`config.mk`:
```
export PLATFORM = sky130hd
export DESIGN_NAME = rom_sdram_writer
export DESIGN_NICKNAME = d
export VERILOG_FILES = /design/src/rtl/rom_sdram_writer.sv
export SDC_FILE = /design/constraint.sdc
export NUM_CORES = 1
export LEC_CHECK = 0
export CAP_MARGIN = 40
export CORE_MARGIN = 3
export CORE_UTILIZATION = 53
export CTS_BUF_LIST = sky130_fd_sc_hd__clkbuf_8
export CTS_CLUSTER_SIZE = 30
export DETAILED_ROUTE_END_ITERATION = 16
export DONT_BUFFER_PORTS = 1
export PLACE_DENSITY = 0.71
export SETUP_SLACK_MARGIN = 0.5
export SLEW_MARGIN = 20
export SYNTH_ARGS = -nofsm -noshare
export SYNTH_HDL_FRONTEND = slang
export SYNTH_SLANG_ARGS = --single-unit
```
`constraint.sdc`:
```
create_clock -name wclk -period 5.9 [get_ports wclk]
set_input_delay 1.18 -clock wclk [delete_from_list [all_inputs] [get_ports wclk]]
set_output_delay 1.18 -clock wclk [all_outputs]
set_load 0.005 [all_outputs]
```
`src/rtl/rom_sdram_writer.sv`:
```
// Packs the loader byte stream into 16-bit little-endian SDRAM writes.
// A small word FIFO decouples the loader from SDRAM port stalls.
module rom_sdram_writer #(
    parameter logic [21:0] BASE_ADDR  = 22'h0,
    parameter int          FIFO_DEPTH = 8
) (
    input  logic        wclk,
    input  logic        reset,
    input  logic        loading,
    input  logic [7:0]  din,
    input  logic        din_valid,
    output logic        mem_req,
    output logic [21:0] mem_addr,
    output logic [15:0] mem_din,
    output logic [1:0]  mem_ds,
    input  logic        mem_ack,
    output logic [23:0] byte_count,
    output logic        busy,
    output logic        done,
    output logic        overflow
);
    localparam int AW = $clog2(FIFO_DEPTH);

    typedef enum logic {S_IDLE, S_REQ} state_t;

    state_t      r_state;
    logic [39:0] r_fifo [FIFO_DEPTH];
    logic [AW:0] r_wr_ptr, r_rd_ptr;
    logic        r_loading_d;
    logic [7:0]  r_low;
    logic        r_pair_full;
    logic [23:0] r_byte_count;
    logic        r_overflow;
    logic        r_armed;
    logic        r_done;
    logic        r_mem_req;
    logic [21:0] r_mem_addr;
    logic [15:0] r_mem_din;
    logic [1:0]  r_mem_ds;

    logic        w_rise, w_fall, w_take;
    logic [23:0] w_cnt_base;
    logic [21:0] w_addr;
    logic        w_push_pair, w_push_left, w_push, w_push_ok, w_pop;
    logic        w_empty, w_full, w_done_cond;
    logic [39:0] w_push_word, w_head;

    assign w_rise      = loading & ~r_loading_d;
    assign w_fall      = ~loading & r_loading_d;
    assign w_take      = loading & din_valid;
    // A byte arriving on the image-start cycle belongs to the new image.
    assign w_cnt_base  = w_rise ? 24'd0 : r_byte_count;
    assign w_addr      = BASE_ADDR + w_cnt_base[22:1];
    assign w_push_pair = w_take & w_cnt_base[0];
    assign w_push_left = w_fall & r_pair_full;
    assign w_push      = w_push_pair | w_push_left;
    assign w_push_word = w_push_pair ? {w_addr, din, r_low, 2'b11}
                                     : {w_addr, 8'h00, r_low, 2'b01};

    assign w_empty   = (r_wr_ptr == r_rd_ptr);
    assign w_full    = (r_wr_ptr[AW] != r_rd_ptr[AW]) &&
                       (r_wr_ptr[AW-1:0] == r_rd_ptr[AW-1:0]);
    // A flush on image start must not hand stale words to the engine.
    assign w_pop     = (r_state == S_IDLE) & ~w_empty & ~w_rise;
    assign w_push_ok = w_push & (~w_full | w_pop);
    assign w_head    = r_fifo[r_rd_ptr[AW-1:0]];

    assign w_done_cond = r_armed & ~loading & w_empty & ~r_pair_full &
                         (r_state == S_IDLE) & ~r_mem_req;

    always_ff @(posedge wclk) begin
        if (w_push_ok)
            r_fifo[r_wr_ptr[AW-1:0]] <= w_push_word;
    end

    always_ff @(posedge wclk or posedge reset) begin
        if (reset) begin
            r_loading_d  <= 1'b0;
            r_low        <= 8'h00;
            r_pair_full  <= 1'b0;
            r_byte_count <= 24'd0;
            r_overflow   <= 1'b0;
            r_armed      <= 1'b0;
            r_done       <= 1'b0;
            r_wr_ptr     <= '0;
            r_rd_ptr     <= '0;
        end else begin
            r_loading_d <= loading;
            r_done      <= w_done_cond;

            if (w_take) begin
                r_byte_count <= w_cnt_base + 24'd1;
                if (!w_cnt_base[0]) begin
                    r_low       <= din;
                    r_pair_full <= 1'b1;
                end else begin
                    r_pair_full <= 1'b0;
                end
            end else if (w_rise) begin
                r_byte_count <= 24'd0;
                r_pair_full  <= 1'b0;
            end else if (w_fall) begin
                r_pair_full <= 1'b0;
            end

            if (w_rise)
                r_overflow <= 1'b0;
            else if (w_push & ~w_push_ok)
                r_overflow <= 1'b1;

            if (w_rise)
                r_armed <= 1'b0;
            else if (w_fall)
                r_armed <= 1'b1;
            else if (w_done_cond)
                r_armed <= 1'b0;

            if (w_rise) begin
                r_wr_ptr <= '0;
                r_rd_ptr <= '0;
            end else begin
                if (w_push_ok)
                    r_wr_ptr <= r_wr_ptr + 1'b1;
                if (w_pop)
                    r_rd_ptr <= r_rd_ptr + 1'b1;
            end
        end
    end

    // Write engine; an in-flight request survives image restarts.
    always_ff @(posedge wclk or posedge reset) begin
        if (reset) begin
            r_state    <= S_IDLE;
            r_mem_req  <= 1'b0;
            r_mem_addr <= 22'd0;
            r_mem_din  <= 16'd0;
            r_mem_ds   <= 2'b00;
        end else begin
            case (r_state)
                S_IDLE: begin
                    if (w_pop) begin
                        r_mem_addr <= w_head[39:18];
                        r_mem_din  <= w_head[17:2];
                        r_mem_ds   <= w_head[1:0];
                        r_mem_req  <= 1'b1;
                        r_state    <= S_REQ;
                    end
                end
                S_REQ: begin
                    if (mem_ack) begin
                        r_mem_req <= 1'b0;
                        r_state   <= S_IDLE;
                    end
                end
                default: r_state <= S_IDLE;
            endcase
        end
    end

    assign mem_req    = r_mem_req;
    assign mem_addr   = r_mem_addr;
    assign mem_din    = r_mem_din;
    assign mem_ds     = r_mem_ds;
    assign byte_count = r_byte_count;
    assign overflow   = r_overflow;
    assign done       = r_done;
    assign busy       = r_pair_full | ~w_empty | (r_state == S_REQ);
endmodule

```
==> summary.md <==
| Metric | Value |
|---|---|
| Run status | complete, no violations |
| Vertical extent of the die | around 180 um |
| Synthesized area per cell | about 19 um2 |
| Worst min path class | in -> async |
| Clock insertion delay at the later pin of the skew report | 0.60 ns |
| Row count | 62 |
| Highest net fanout along the worst path | 34 |
| Fraction of layout cells with a size suffix above 1 | about a quarter |
| Root buffer cell | sky130_fd_sc_hd__clkbuf_8 |
| Pre-Repair DR Iteration Count | 5 |
| Synth Register Bits | 399 |
| DRC violations left | 0 |
| Distinct cell type count after synthesis | 42 |
| Required time of the critical path | approximately 4.7 ns |
| Clock tree from TritonCTS | yes |
| Resized Gates After CTS | 0 |
| Count of fill cells added during filler insertion | 2047 |
| IO buf count | 0 |
| Top-Level Pins | 81 |
| Normalized max-slew margin | 43.4% |
| Clock sink total | between 300 and 400 |
| Net count, final | 890 |
| Number of antenna violations at the first check in global routing | 0 |
| Number of buffers added for setup after CTS | 0 |
| Register-to-register path setup slack | 2.38 ns |
| N_diodes | 0 |
| Total vias in the final route | 7637 |
| Number of synthesis warnings | 0 |
| RD Place Congestion | between 0.7 and 0.8 |
| WHS | 0.408 ns |
| Commonest cells after routing, fill and taps aside | sky130_fd_sc_hd__edfxtp_1 (312), sky130_fd_sc_hd__dfrtp_1 (84), sky130_fd_sc_hd__mux4_2 (78), sky130_fd_sc_hd__clkbuf_8 (67), sky130_fd_sc_hd__nand2_1 (55) |
| Gr ovfl total | 0 |
| Share of synthesized registers carrying an async set or reset | 21.8% |
| Fin. max-slew vios | 0 |
| Final critical-path setup slack | 1.93 ns |
| Kind of capture point of the worst setup path | output pin |
| Worst Max-Slew Pin Slew | 0.849 ns |
| Post-synth net total | 849 |
| Total count of hold-check failures in the final report | 0 |
| Final critical-path required period | 3.97 ns |
| Largest net degree at the start of global routing | 67 |
| Post-synthesis sequential area ratio | 74.1% |
| Number of global-route vias before repair | 8170 |
| Worst Clk Skew | 0.0305 ns |
| Leak | ~6.3 nW |
| Max IR drop VDD | 0.277 mV |
| Total of max-cap violations | 0 |
| Number of buffers inserted by hold repair at cts | 0 |
| Count of antenna-violating nets left after detailed routing | 0 |
| Routed wirelength normalized by instance count | 23.7 um |
| Pwr Total | between 7 and 8 mW |
| Startpoint types | flop |
| Total global-route track usage | 20.2% |
| Cell breakdown of the critical path | xor2_1 -> nor4_1 -> nand2_1 |
| Multi-input logic area | 3850 um2 |
| Slowest stage cell on the critical path | sky130_fd_sc_hd__dfrtp_4 |
| Most common cell after layout, fill and taps aside | sky130_fd_sc_hd__edfxtp_1 |
| Buf/Inv on CP | 0 |
| Worst path max stage delay | 0.85 ns |
| Maximum frequency from static timing analysis | 252 MHz |
| Initial core utilization | 54.0% |
| Area Growth Syn to Fin | 12.1% |
| Post-synth EDFFs | between 300 and 400 |
| First-iteration detailed-routing DRC count | approximately 560 |
| Chip width | 177 um |
| Floorplan Core Area | 28900 um2 |
| Maximum clock insertion buffer count | 3 |
| H-tree levels | 2 |
| Power Dens Cells | ~400 nW/um2 |
| Unrepaired setup endpoints after global routing | no |
| Worst slack, placed | 1.66 ns |
| Post-Route WL | approximately 31 mm |
| Data arrival time of the critical path | 2.79 ns |
| Class of the most critical setup path | reg -> out |
| Synth Instances | roughly 830 |
| Post-CTS clock slew at the launch and capture registers of the worst setup and hold paths | 0.07 ns |
| Final Core Density | 60.5% |
| Die ar. | 31500 um2 |
| First-pass GRT wire length | between 40 and 50 mm |
| Drt via density | 5.85 |
| Endpoints failing setup | 0 |
| Dominant synthesized flop cell | sky130_fd_sc_hd__edfxtp_1 |
| Final total negative setup slack | 0 ns |
| Area of the mapped netlist | 15600 um2 |
| Final Cycle Share | slightly below 70% |
| Placed wire-length estimate | 19.0 mm |
| Top delay family on crit path | simple AND/OR/NAND/NOR gates |
| TritonCTS buffer count | 60 |
| Total area of sequential cells | 11600 um2 |
==> final timing paths <==
check	from	endpoint	cells past startpoint
min reg2reg	mem_ds[0]$_DFFE_PP0P_	mem_ds[0]$_DFFE_PP0P_	1
max	r_rd_ptr[0]$_DFFE_PP0P_	busy	3
max in group asynchronous	reset	r_rd_ptr[2]$_DFFE_PP0P_	3
max reg2reg	r_loading_d$_DFF_PP0_	r_fifo[1][9]$_DFFE_PP_	8
min	reset	mem_din[5]$_DFFE_PP0P_	1
min in group wclk	mem_ds[0]$_DFFE_PP0P_	mem_ds[0]$_DFFE_PP0P_	1
==> layer usage <==
metal	global-route usage [%]	part of all wire (%)	vias up	wire length (um)
li1	-	-	3333	-
met1	29.6	43	3972	13200
met2	31.1	49	287	15000
met3	4.07	7.0	45	2160
met4	6.18	1.8	0	543
met5	0	0	-	0
==> area by class of cell <==
cell class,count,area share [%]
sequential,399,66.2
multi-input combinational,376,22.0
clock buffer,67,5.28
tap,384,2.75
clock inverter,47,1.88
timing repair buffer,20,1.61
inverter,12,0.272
==> synth_stat cells (2+ instances only) <==
cell	n	area share [%]
sky130_fd_sc_hd__a21oi_1	4	0.13
sky130_fd_sc_hd__a31oi_1	2	0.080
sky130_fd_sc_hd__and2_1	9	0.36
sky130_fd_sc_hd__and3b_1	3	0.17
sky130_fd_sc_hd__and4_1	3	0.17
sky130_fd_sc_hd__and4b_1	6	0.39
sky130_fd_sc_hd__buf_1	2	0.048
sky130_fd_sc_hd__buf_2	16	0.51
sky130_fd_sc_hd__clkbuf_1	22	0.53
sky130_fd_sc_hd__dfrtp_1	87	14
sky130_fd_sc_hd__edfxtp_1	312	60
sky130_fd_sc_hd__ha_1	8	0.64
sky130_fd_sc_hd__inv_1	12	0.29
sky130_fd_sc_hd__mux2_2	14	1.0
sky130_fd_sc_hd__mux2i_1	40	2.6
sky130_fd_sc_hd__mux4_2	78	11
sky130_fd_sc_hd__nand2_1	55	1.3
sky130_fd_sc_hd__nand2b_1	8	0.32
sky130_fd_sc_hd__nand3_1	5	0.16
sky130_fd_sc_hd__nand4_1	6	0.24
sky130_fd_sc_hd__nor2_1	14	0.34
sky130_fd_sc_hd__nor2b_1	24	0.96
sky130_fd_sc_hd__nor3_1	8	0.26
sky130_fd_sc_hd__nor4_1	7	0.28
sky130_fd_sc_hd__o21ai_0	40	1.3
sky130_fd_sc_hd__xnor2_1	12	0.67
sky130_fd_sc_hd__xor2_1	16	0.90
==> logic make-up after synthesis <==
logic type	synth area share (%)
fa+ha+maj	0.642
simple gates	5.40
xor+xnor	1.57
buf+inv	1.41
mux	14.9
compound gates	2.02
flops	74.1
==> registers in the layout, indices dropped and copies added (netlist names), 2 cells and up <==
| signal | count |
|---|---|
| r_fifo | 312 |
| byte_count | 24 |
| mem_addr | 22 |
| mem_din | 16 |
| r_low | 8 |
| r_rd_ptr | 4 |
| r_wr_ptr | 4 |
| mem_ds | 2 |
==> worst register-to-register path, delay by kind of cell (launching register included) <==
| kind | cells | cell delay [ns] |
|---|---|---|
| flops | 1 | 0.38 |
| fa+ha+maj | 2 | 0.86 |
| simple gates | 2 | 0.76 |
| compound gates | 2 | 0.59 |
| buf+inv | 2 | 0.56 |
==> power by group <==
part           total [mW]  internal [mW]  switching [mW]  leakage, nW
sequential           3.56           3.28           0.275         4.11
combinational        1.28          0.597           0.680         1.46
clock                2.28           1.26            1.02        0.724
==> stage by stage <==
stage | cells | area (um2)
after floorplan | 828 | 15600
after global placement | 1180 | 16000
after detailed placement | 1189 | 16200
after CTS | 1303 | 17400
after global routing | 1305 | 17500
final | 1305 | 17500
Power figures use the tool's default switching activity.
